--- config.mk ---
export PLATFORM = sky130hd
export DESIGN_NAME = bus_breakin
export DESIGN_NICKNAME = d
export VERILOG_FILES = /design/src/rtl/bus_breakin.sv
export SDC_FILE = /design/constraint.sdc
export NUM_CORES = 1
export LEC_CHECK = 0
export BUFFER_PORTS_ARGS = -buffer_cell sky130_fd_sc_hd__buf_2
export CAP_MARGIN = 25
export CORE_MARGIN = 8
export CORE_UTILIZATION = 50
export CTS_CLUSTER_SIZE = 14
export DETAILED_ROUTE_END_ITERATION = 12
export MAX_ROUTING_LAYER = met4
export PLACE_DENSITY = 0.87
export SLEW_MARGIN = 15
export SYNTH_ARGS = -nofsm -noshare
export SYNTH_HDL_FRONTEND = slang
export SYNTH_SLANG_ARGS = --single-unit
--- constraint.sdc ---
create_clock -name clk -period 1.9 [get_ports clk]
set_input_delay 0.475 -clock clk [delete_from_list [all_inputs] [get_ports clk]]
set_output_delay 0.475 -clock clk [all_outputs]
set_load 0.01 [all_outputs]
--- src/rtl/bus_breakin.sv ---
// bus_breakin: assembles FRAME_WORDS 6-bit breakout words into one frame behind a registered valid/ready stage.
// Optional BUS_BREAKIN_PARITY_EN adds per-word even parity checking (in_par, par_err, frame_bad).
module bus_breakin #(
  parameter int FRAME_WORDS = 2,
  localparam int FRAME_W = 6 * FRAME_WORDS
) (
  input  logic               clk,
  input  logic               rst_n,
  input  logic               in_valid,
  output logic               in_ready,
  input  logic [5:0]         in_word,
  input  logic               flush,
  output logic               out_valid,
  input  logic               out_ready,
  output logic [FRAME_W-1:0] out_frame,
  output logic [1:0]         fld_hi,
  output logic [1:0]         fld_gated,
  output logic [1:0]         fld_lo,
  output logic [7:0]         frame_cnt
`ifdef BUS_BREAKIN_PARITY_EN
  ,
  input  logic               in_par,
  output logic               par_err,
  output logic               frame_bad
`endif
);
  localparam int CW = FRAME_WORDS > 1 ? $clog2(FRAME_WORDS) : 1;
  localparam logic [CW-1:0] LAST = CW'(FRAME_WORDS - 1);
  logic [CW-1:0] cnt;
  logic [FRAME_W-1:0] asm_q, asm_d;
  logic last, acc, done;
  assign last = cnt == LAST;
  assign in_ready = !(last && out_valid && !out_ready);
  assign acc = in_valid && in_ready;
  assign done = acc && last && !flush;
  always_comb begin
    asm_d = asm_q;
    asm_d[6*cnt +: 6] = in_word;
  end
  // A completing word and a handshake in the same cycle keep out_valid high.
  always_ff @(posedge clk or negedge rst_n) begin
    if (!rst_n) begin
      cnt <= '0;
      asm_q <= '0;
      out_valid <= 1'b0;
      out_frame <= '0;
      {fld_hi, fld_gated, fld_lo} <= 6'd0;
      frame_cnt <= 8'd0;
    end else begin
      if (flush) begin
        cnt <= '0;
        asm_q <= '0;
      end else if (acc) begin
        cnt <= last ? '0 : cnt + 1'b1;
        asm_q <= asm_d;
      end
      if (done) out_frame <= asm_d;
      out_valid <= done || (out_valid && !out_ready);
      if (out_valid && out_ready) frame_cnt <= frame_cnt + 8'd1;
      if (acc) {fld_hi, fld_gated, fld_lo} <= in_word;
    end
  end
`ifdef BUS_BREAKIN_PARITY_EN
  logic bad_w, bad_q;
  assign bad_w = ^{in_word, in_par};
  always_ff @(posedge clk or negedge rst_n) begin
    if (!rst_n) begin
      bad_q <= 1'b0;
      par_err <= 1'b0;
      frame_bad <= 1'b0;
    end else begin
      if (flush) bad_q <= 1'b0;
      else if (acc) bad_q <= last ? 1'b0 : bad_q || bad_w;
      if (done) frame_bad <= bad_q || bad_w;
      if (acc && bad_w) par_err <= 1'b1;
    end
  end
`endif
endmodule
== Word level (Yosys, flattened, before mapping) ==
Cells that the tools add are included.
Word-level totals
  register bits: 40
  output and inout bits: 28
  logic and storage cells: 32
Cells by class
  multiplexer cells: 6
  reduce and logical (&&, ||, !) cells: 12
  $mul: 1
  shift operators: 2
  add/sub/neg operators: 3
Operator list (number)
  4-bit negation with 34-bit output: 1
  6-bit by 34-bit variable shift with 12-bit output, first input constant: 1
  6-bit by 34-bit variable part select with 12-bit output: 1
  12-bit 2-to-1 mux: 2
  12-bit bitwise mux: 1
  8-bit by 1-bit adder with 8-bit output, second input constant: 1
  1-bit logical AND: 7
  1-bit zero test: 3
  2-bit by 1-bit multiplier with 3-bit output, first input constant: 1
  1-bit 2-to-1 mux: 3
  2-bit nonzero test: 1
  1-bit adder, second input constant: 1
  1-bit logical OR: 1

== Depth between registers and ports, before layout ==
  word-level depth: 7
  mapped depth: 4
  depth with buffers taken out: 3

== Worst setup path before layout ==
No wires, ideal clock.
  path type: reg2reg
  start point: reg out_valid
  end point: reg out_frame[0]
  library setup time: 0.125 ns
  period minus slack after synthesis: 1.384 ns
  arrival time: 1.259 ns
  cell stages (with the launch flop): 5
  slack: 0.516 ns
  data required time: 1.775 ns
  cells stage by stage: dfrtp_1 > nor2b_4 > nor3_4 > buf_12 > mux2_4
Between the ends
  longest elaborated chain between the ends: 6
Ends and longest elaborated chain
  start, declared: RTL line 13  | output logic out_valid,
  start signal, assigned: RTL line 58  | out_valid <= done || (out_valid && !out_ready);
  1-bit logical AND (2 in series): RTL line 33  | assign in_ready = !(last && out_valid && !out_ready);
  1-bit zero test: RTL line 33
  1-bit logical AND: RTL line 34  | assign acc = in_valid && in_ready;
  1-bit logical AND (2 in series): RTL line 35  | assign done = acc && last && !flush;
  end signal, assigned: RTL line 57  | if (done) out_frame <= asm_d;
  end, declared: RTL line 15  | output logic [FRAME_W-1:0] out_frame,
No other way between the ends.
A chain may end at the register's enable or synchronous reset.

== Final worst setup path ==
  start point: reg cnt
  end point: out in_ready
Between the ends
  longest elaborated chain between the ends: 3
Ends and longest elaborated chain
  start, declared: RTL line 29  | logic [CW-1:0] cnt;
  start signal, assigned: RTL line 54  | cnt <= last ? '0 : cnt + 1'b1;
  1-bit logical AND (2 in series): RTL line 33
  1-bit zero test: RTL line 33
  end, declared: RTL line 10  | output logic in_ready,
No other way between the ends.

==> impl_results.md <==
* Status: complete, no violations
* WP data arrival at 1140 ps
* Post-Syn Nets at 113
* Core ar. at ~2800 um2
* Routed len/inst at 16.2 um
* Overflow after GRT at 0
* DRC Markers at 0
* Largest net degree at the start of global routing at 35
* Clock transition at path regs at 90 ps
* Initial Util at 0.527
* Cell area after synthesis at 1470 um2
* Number of hold violations in the final report at 0
* Fin. max-slew vios at 0
* WL met1 at approximately 1300 um
* Die width at 70.2 um
* Yosys warning count at 0
* Setup CP Type: flop to output port
* DRT Pass-1 Iters at 4
* Initial antenna violation count at 0
* Max Freq at a little over 0.6 GHz
* Final worst path period share at 0.852
* Netlist cell types at 24
* I/O Pins at 39
* Combinational group share of total power at 0.247
* P_int at 1.21 mW
* Setup Buffers After CTS at 0
* Asr flop ratio synth at 1.00
* Final Skew at around 3.7 ps
* PortBufs at 38
* Synth Register Bits at 34
* Clk Latency, worst-skew pair at 320 ps
* WL met2 at 1210 um
* Number of buffers created by CTS at 5
* Vias in the first global route at about 1000
* H-tree Lvls at 2
* Max stage delay on crit path at 510 ps
* Routed Antenna Nets at 0
* CTS Buffer Depth at 2
* Area delta synth->final at 16.8%
* Ys flop type: dfrtp_1
* Final setup TNS at 0 ps
* Routed via count at 902
* Syn avg cell area at approximately 15 um2
* Top sig layer: met4
* Vias per cell at 5.21
* Layout Cells excl Fill at roughly 170
* Max-Cap Viols at 0
* Sequential-to-total area share from yosys stat at 0.580
* Commonest non-fill, non-tap cell in the layout: buf_2
* CP startpoint kind: flop
* Cts hold-fix bufs at 0
* Leak at around 0.88 nW
* Area occupied by multi-input gates at 573 um2
* Antenna cell count at 0
* First-pass GRT wire length at between 4000 and 5000 um
* Layout cells sized above 1 at 0.500
* Max Fanout on Critical Path at 7
* Root Buffer: clkbuf_4
* Clk sinks at 34
* DR iter-0 viols at 29
* EDFF count, synth at 0
* Gates resized, CTS repair at 0
* CP max-delay cell: dfrtp_1
* Final worst path period need at approximately 1600 ps
* GPL Wtd Cong at 0.777
* Sw Ratio at 0.294
* HP Class: primary input to async pin
* DR WL met3 at around 220 um
* Sequential share of power at 0.548
* # rows at 19
* Die Height at around 70 um
* GRT Resource Usage Total at 0.122
* Pwr Density at 1000 nW/um2
* RSZ-0062 raised after global routing: false
* Clock share of power at 0.206
* Storage cell area at ~850 um2
* Hold_ws at 196 ps
* Die area at between 4000 and 5000 um2
* Crit-path cells: nand3b_1 > buf_2
* Req. time, crit path at roughly 1400 ps
* TritonCTS clock tree: yes
* Worst IR drop on VDD at ~0.77 mV
* Number of fill cells at 229
* Worst Tran Pin Value at 716 ps
* Cells after DPL at ~170
* Final setup violation count at 0
* Slew Limit Headroom at 0.523
* CP Capture Type: output port
* NumNets Final at 154
* P_sw at 505 uW
* Post-DP HPWL at approximately 2100 um
* Final wirelength at 2810 um
* Most frequent cells in the layout: buf_2, dfrtp_1, mux2_2
* Syn Inst Count at 101
## layer usage
layer	vias to the layer above	GRT usage
met5	-	-
met4	0	0.0603
met3	10	0.0551
met2	37	0.172
met1	427	0.145
li1	428	-
## registers in the layout, indices dropped and copies added, names as in the netlist
register,cells
out_valid,1
fld_gated,2
fld_hi,2
frame_cnt,8
out_frame,12
cnt,1
fld_lo,2
asm_q,6
## Yosys cell counts (all sizes together) (2+ instances only)
cell type  number  area share
nand2b          2      0.0085
and3            2      0.0085
mux2           21        0.19
mux2i           6       0.041
nand4           4       0.017
nand2           4       0.017
nor2            7       0.018
clkbuf          2      0.0051
buf             4       0.024
dfrtp          34        0.58
xnor2           6       0.036
and2            2      0.0094
## worst paths after layout
path / startpoint / to / slack, ps / cells after the start
min reg2reg: frame_cnt[7] / frame_cnt[7] / 470 / 1
max: cnt / in_ready / 280 / 2
min: rst_n / frame_cnt[2] / 200 / 1
max reg2reg: out_valid / out_frame[3] / 480 / 4
min in group clk: in_word[2] / out_frame[8] / 410 / 2
max in group asynchronous: rst_n / out_frame[11] / 1250 / 1
## logic make-up after synthesis
logic type                 synth area share
xor gates and xnor gates             0.0418
adders and majority gates           0.00853
AOI/OAI and AO/OA                   0.00853
muxes                                 0.228
and+or+nand+nor                       0.104
DFF                                   0.580
buffers and inverters                0.0290
## area by class of cell
| class | instances | area share |
|---|---|---|
| Clock buffer | 7 | 0.0263 |
| Multi-Input combinational cell | 61 | 0.335 |
| Sequential cell | 34 | 0.497 |
| Tap cell | 31 | 0.0226 |
| Timing Repair Buffer | 40 | 0.120 |
## stage by stage
step,cell area (um2),setup WS [ps],util,power (mW)
floorplan,1470,516,-,1.19
finish,1710,281,0.616,1.72
global placement,1670,374,0.600,1.37
CTS,1710,273,0.616,1.74
global route,1710,224,0.616,1.82
detailed placement,1670,356,0.600,1.38
## power groups by stage
stage | clock [mW] | sequential (mW) | combinational, mW
after floorplan | 0 | 0.996 | 0.197
after global placement | 0 | 0.944 | 0.424
final | 0.353 | 0.940 | 0.423
after CTS | 0.369 | 0.941 | 0.432
after global routing | 0.398 | 0.960 | 0.464
after detailed placement | 0 | 0.953 | 0.432
## critical path: cells and delay by family, from the launching register on
| family | cells | cell delay [ps] |
|---|---|---|
| flip-flops | 1 | 510 |
| buffers and inverters | 1 | 160 |
| AND/OR/NAND/NOR | 1 | 150 |
(Power assumes the default switching activity.)
